[src/rtl/ws_act_skew_feeder.sv]
// Diagonal-skew activation feeder for the weight-stationary PE array.
// Optional WS_FEEDER_STALL_CNT_EN adds the stall_cnt output.
module ws_act_skew_feeder #(
  parameter int DATA_W = 8,
  parameter int N      = 4
) (
  input  logic                clk,
  input  logic                rst,
  input  logic                s_valid,
  output logic                s_ready,
  input  logic [N*DATA_W-1:0] s_data,
  input  logic                s_last,
  output logic [N*DATA_W-1:0] arr_act,
  output logic [N-1:0]        arr_clear_acc,
  output logic                arr_en,
  output logic                tile_done
`ifdef WS_FEEDER_STALL_CNT_EN
  ,
  output logic [31:0]         stall_cnt
`endif
);

  typedef enum logic [1:0] {
    IDLE,
    STREAM,
    DRAIN
  } state_t;

  localparam int CW = (N > 1) ? $clog2(N) : 1;
  localparam logic [CW-1:0] LAST_CNT = CW'((N > 1) ? (N - 2) : 0);

  state_t         state_q, state_d;
  logic [CW-1:0]  cnt_q, cnt_d;
  logic           accept;
  logic           first;
  logic           advance;
  logic           fin;
  logic           en_q;
  logic           done_q;

  assign s_ready = (state_q != DRAIN);
  assign accept  = s_valid & s_ready;
  assign first   = accept & (state_q == IDLE);
  assign advance = accept | (state_q == DRAIN);

  // Next state, drain count and end-of-tile detection.
  always_comb begin
    state_d = state_q;
    cnt_d   = cnt_q;
    fin     = 1'b0;
    unique case (state_q)
      IDLE, STREAM: begin
        if (accept) begin
          if (s_last) begin
            if (N > 1) begin
              state_d = DRAIN;
              cnt_d   = '0;
            end else begin
              state_d = IDLE;
              fin     = 1'b1;
            end
          end else begin
            state_d = STREAM;
          end
        end
      end
      DRAIN: begin
        cnt_d = cnt_q + 1'b1;
        if (cnt_q == LAST_CNT) begin
          state_d = IDLE;
          fin     = 1'b1;
        end
      end
      default: state_d = IDLE;
    endcase
  end

  // State, counter and registered array strobes.
  always_ff @(posedge clk) begin
    if (rst) begin
      state_q <= IDLE;
      cnt_q   <= '0;
      en_q    <= 1'b0;
      done_q  <= 1'b0;
    end else begin
      state_q <= state_d;
      cnt_q   <= cnt_d;
      en_q    <= advance;
      done_q  <= fin;
    end
  end

  assign arr_en    = en_q;
  assign tile_done = done_q;

  for (genvar i = 0; i < N; i++) begin : g_lane
    logic [i:0][DATA_W-1:0] d_q;
    logic [i:0]             f_q;
    logic [DATA_W-1:0]      din;

    assign din = accept ? s_data[i*DATA_W +: DATA_W] : '0;

    if (i == 0) begin : g_one
      // Lane 0: single output register, moves on advance only.
      always_ff @(posedge clk) begin
        if (rst) begin
          d_q <= '0;
          f_q <= '0;
        end else if (advance) begin
          d_q <= din;
          f_q <= first;
        end
      end
    end else begin : g_chain
      // Lane i: i+1 deep shift chain, moves on advance only.
      always_ff @(posedge clk) begin
        if (rst) begin
          d_q <= '0;
          f_q <= '0;
        end else if (advance) begin
          d_q <= {d_q[i-1:0], din};
          f_q <= {f_q[i-1:0], first};
        end
      end
    end

    assign arr_act[i*DATA_W +: DATA_W] = d_q[i];
    assign arr_clear_acc[i]            = f_q[i];
  end

`ifdef WS_FEEDER_STALL_CNT_EN
  logic [31:0] stall_q;

  // Count starved STREAM cycles; restart at each tile start.
  always_ff @(posedge clk) begin
    if (rst) begin
      stall_q <= '0;
    end else if (state_q == IDLE && state_d != IDLE) begin
      stall_q <= '0;
    end else if (state_q == STREAM && !s_valid) begin
      stall_q <= stall_q + 32'd1;
    end
  end

  assign stall_cnt = stall_q;
`endif

endmodule
[config.mk]
export PLATFORM = sky130hd
export DESIGN_NAME = ws_act_skew_feeder
export DESIGN_NICKNAME = d
export VERILOG_FILES = /design/src/rtl/ws_act_skew_feeder.sv
export SDC_FILE = /design/constraint.sdc
export NUM_CORES = 1
export LEC_CHECK = 0
export BUFFER_PORTS_ARGS = -buffer_cell sky130_fd_sc_hd__buf_4
export CAP_MARGIN = 20
export CORE_AREA = 3 3 88 90
export CTS_CLUSTER_DIAMETER = 80
export DETAILED_ROUTE_END_ITERATION = 8
export DIE_AREA = 0 0 91 93
export PLACE_DENSITY = 0.77
export RECOVER_POWER = 100
export SYNTH_ARGS = -nofsm -noshare
export SYNTH_HDL_FRONTEND = slang
export SYNTH_SLANG_ARGS = --single-unit
[constraint.sdc]
create_clock -name clk -period 2.1 [get_ports clk]
set_clock_uncertainty 0.2 [all_clocks]
set_input_delay 0.315 -clock clk [delete_from_list [all_inputs] [get_ports clk]]
set_output_delay 0.315 -clock clk [all_outputs]
set_load 0.05 [all_outputs]
After elaboration in Yosys (flattened, before gate mapping) --
Cells that the tools add are included.
Storage, ports and cells: input port bits 36, register bits after elaboration 96, output and inout bits 39, word-level logic and storage cells 48
Operators by class: bitwise gates (word level) 4, reductions and logical operators 6, add/subtract/negate cells 1, muxes and demuxes 12, equal/unequal tests 7
Operators by type and width (count):
- $mux 8 | 4
- $mux 2 | 5
- $pmux 2 s2 | 2
- $ne 2x2->1 const B | 3
- $eq 2x2->1 const B | 2
- $reduce_or 2->1 | 2
- $reduce_and 3->1 | 1
- $add 2x1->2 const B | 1
- $and 1x1->1 | 2
- $eq 2x1->1 const B | 1
- $logic_not 2->1 | 1
- $ne 2x1->1 const B | 1
- $reduce_and 2->1 | 1
- $reduce_bool 2->1 | 1
- $mux 1 | 1
- $not 1->1 | 1
- $or 1x1->1 | 1

Longest topological paths before layout --
depth in word-level cells 4, mapped depth 6

Least setup slack after synthesis --
No wires, ideal clock.
kind reg-to-reg, from reg state_q[0], to reg g_lane[2].f_q[1], required time 1828 ps, cell stages (with the launch flop) 7, arrival time 1282 ps, library setup time 72 ps, path buffers 3, path slack 546 ps, clock period less this slack 1554 ps, cells stage by stage dfxtp_1 > nand2b_1 > buf_6 > nor2b_4 > buf_12 > buf_8 > mux2i_1
On the way: cells in the longest elaborated chain, start to end 3
Ends and longest elaborated chain:
- start, declared | RTL line 32 | state_t state_q, state_d;
- start signal, assigned | RTL line 86 | state_q <= state_d;
- $ne 2x2->1 | RTL line 41 | assign s_ready = (state_q != DRAIN);
- via s_ready | RTL line 10 | output logic s_ready,
- $and 1x1->1 | RTL line 42 | assign accept = s_valid & s_ready;
- $or 1x1->1 | RTL line 44 | assign advance = accept | (state_q == DRAIN);
- end signal, assigned | RTL line 122 | f_q <= {f_q[i-1:0], first};
- end, declared | RTL line 98 | logic [i:0] f_q;
The timed path passes the listed nets, and every way through them passes these cells. A chain may end at the register's enable or synchronous reset.

Worst setup path in the final report --
from reg state_q[0], to out s_ready
On the way: cells in the longest elaborated chain, start to end 1
Ends and longest elaborated chain (RTL line):
- $ne 2x2->1 | 41
- end, declared | 10
Every way passes these cells.

==> results.txt <==
----------------------------------------------------
[Status]
  Result of the run ... complete, no violations

[Power]
  Total power per unit cell area ... 761 nW/um2
  Pleak ... 1.81 nW
  Maximum ir drop on the vdd rail ... 447 uV
  Design Power ... 3.30 mW

[Cells and area]
  Final standard cell count with taps included and fillers excluded ... 517
  Most frequent standard cell in the layout excluding fill and tap cells ... dfxtp_1
  Most frequent cells in the layout ... dfxtp_1 (90), mux2i_1 (83), nand2b_1 (79), clkbuf_1 (40), buf_4 (37)
  Antenna Diode Count ... 0
  Count of fill cells added during filler insertion ... 658
  Utilization after layout ... 60.7%
  Final-stage net count ... 450
  Layout area overhead ... 15.7%
  Layout cell share with drive strength beyond 1 ... 13.9%

[Route]
  Total number of vias ... 2,346
  Antenna Nets Post-Route ... 0
  Total routed wirelength ... 6.45 mm
  Mean number of vias per cell ... 4.54
  Average wire per cell in the routed design ... 12.5 um
  DRT iter0 DRCs ... 84
  Final routed DRC violation total ... 0
  First-pass detailed-route iteration total ... 4

[Synthesis]
  Number of warnings printed during yosys synthesis ... 0
  Syn avg cell area ... 10.6 um2
  Flop and latch count out of synthesis ... 90
  Sequential share of the synthesized area ... 48.1%
  Number of unique standard cell types used by synthesis ... 23
  Cell area after technology mapping ... 3750 um2
  Net count after synthesis ... 389
  Number of cells produced by synthesis ... 352

[Flow run]
  Number of max-cap violations ... 0

[Timing]
  Final-layout setup total negative slack ... 0 ns
  Count of endpoints failing hold in the final timing report ... 0
  Max Clk Rate ... 530 MHz
  Setup violations, final ... 0
  Post-route minimum period ... 1.89 ns
  Pin slew with the least headroom to its limit ... 0.637 ns
  Period utilization ... 89.9%
  Max-slew violations ... 0
  RSZ-0062 raised after global routing ... false
  Hold slack final ... 0.00521 ns
  Relative max-transition margin ... 57.7%

[Critical path]
  Slowest stage cell on the critical path ... dfxtp_1
  Setup slack of the most critical reg-to-reg path ... 0.30 ns
  Crit Path Class ... reg -> out
  Endpoint type of the worst setup path ... output pin
  Worst-path maximum fanout ... 8
  Worst reg-to-reg path cell count ... 4
  Reg-to-reg critical path startpoint ... state_q[1]$_SDFFE_PP0P_
  Maximum single-stage delay on the critical path ... 0.38 ns
  Startpoint kind of the worst setup timing path ... flip-flop
  CP Buf/Inv Count ... 1
  Data required time of the worst path ... 1.58 ns
  Endpoint of the worst register-to-register path ... g_lane[2].d_q[2]$_SDFFE_PP0P_
  Ordered list of cells on the worst path ... nand2b_1, clkbuf_2
  Arr. time, crit path ... 1.37 ns
  Top cell family by delay on the critical path ... flip-flops

[Global routing]
  Total global routing overflow ... 0
  Largest net degree at the start of global routing ... 52
  Global-route wire length before repair ... 10.5 mm
  Vias in the first global route ... 2,192
  Initial antenna violation count ... 0
  Global-route usage over all layers ... 15.4%

[Clock tree]
  Sink count of the clock tree ... 90
  Max Buffers Root-to-Sink ... 2
  Post-CTS Hold Fix Bufs ... 19
  CTS H-Tree Depth ... 3
  Clock latency of the later-clocked register in the worst-skew pair ... 0.35 ns
  Setup bufs post-CTS ... 0
  CTS tree ... yes
  # resized after CTS ... 0
  Root buffer selected by CTS ... clkbuf_8
  Number of clock buffers inserted by TritonCTS ... 9
  Clock transition time at the flip-flop clock pins of the worst setup and hold paths ... 0.09 ns

[Place]
  Count of input and output buffers ... 74
  Number of cells after detailed placement ... 482
  Final HPWL from detailed placement ... 4.22 mm
  Last weighted congestion value of the routability-driven placer ... 0.696

[Min path]
  Hold path endpoint ... g_lane[0].d_q[3]$_SDFFE_PP0P_
  Number of cells on the worst hold path ... 3
  Worst min-delay path startpoint ... s_data[3]
  Tightest Hold Check Type ... in -> reg

[Floorplan]
  Floorplan die area ... 8460 um2
  Num ports ... 75
  Initial core utilization ... 52.5%
  Horizontal die dimension ... 91 um
  Number of core rows ... 31
  Total core area ... 7140 um2
  Height of the chip ... 93 um

----------------------------------------------------
state kept, by name (all words and copies together) (netlist names):
name and count:
g_lane.d_q 56, tile_done 1, state_q 2, arr_en 1, cnt_q 2, arr_act 24
g_lane.f_q 4
report_power, final:
group	internal [mW]	switching [mW]
sequential	1.78	0.0355
clock	0.432	0.590
combinational	0.203	0.256
worst min-delay path, stage by stage:
cell	delay, ns
buf_4	0.08
mux2i_1	0.05
nor2_1	0.08
worst max-delay path by stage:
stage,start,end,cells past startpoint
3_3_place_gp,state_q[0]$_SDFFE_PP0P_,g_lane[3].d_q[20]$_SDFFE_PP0P_,4
4_1_cts,state_q[0]$_SDFFE_PP0P_,s_ready,2
3_5_place_dp,state_q[0]$_SDFFE_PP0P_,arr_act[27]$_SDFFE_PP0P_,4
5_1_grt,state_q[0]$_SDFFE_PP0P_,s_ready,2
6_report,state_q[0]$_SDFFE_PP0P_,s_ready,2
2_1_floorplan,state_q[0]$_SDFFE_PP0P_,g_lane[2].f_q[1]$_SDFFE_PP0P_,6
cell families (layout without fill, tap and decap cells):
logic type	Yosys count	count (layout)	synth area share (%)
buf+inv	50	116	10.1
fa+ha+maj	1	1	0.334
flops	90	90	48.1
mux	83	83	22.2
xor+xnor	1	1	0.234
compound gates	6	6	1.14
simple gates	121	121	17.9
area by class of cell:
class,instances,area (um2),share of cell area [%]
flip-flops and latches,90,1800,41.6
inverters,1,3.75,0.0866
well taps,99,124,2.86
clock inverters,6,42.5,0.982
clock buffers,10,128,2.95
multi-input cells,212,1570,36.2
repair buffers,99,667,15.4
layer usage:
metal  vias to the layer above  wire length [um]  GRT usage, %  share of wire (%)
met3                        10               266          4.51                4.1
met1                      1046              2860          18.8                 44
met5                         -                 0             0                  0
met4                         0               137          7.04                2.1
li1                       1250                 -             -                  -
met2                        40              3180          25.3                 49
synth_stat cells:
cell / count / area share (%)
o22a_1: 1 / 0.23
nand3b_1: 1 / 0.20
o211ai_1: 1 / 0.20
xnor2_1: 1 / 0.23
clkbuf_1: 10 / 1.0
buf_2: 7 / 0.94
or2_2: 1 / 0.17
nor3b_1: 1 / 0.20
buf_4: 26 / 5.2
buf_12: 4 / 2.1
a211oi_1: 1 / 0.20
dfxtp_1: 90 / 48
inv_1: 1 / 0.10
buf_6: 1 / 0.30
nor2_1: 36 / 3.6
a2111oi_0: 1 / 0.23
nand2b_1: 79 / 13
buf_8: 1 / 0.40
nor2b_4: 1 / 0.37
a21oi_1: 2 / 0.27
nand2_1: 2 / 0.20
ha_1: 1 / 0.33
mux2i_1: 83 / 22
metrics by stage:
stage | area (um2) | setup slack (ns)
final | 4330 | 0.212
after global routing | 4330 | 0.0866
after CTS | 4480 | 0.282
after detailed placement | 4120 | 0.346
after global placement | 4120 | 0.430
after floorplan | 3750 | 0.546
Power figures use the tool's default switching activity.
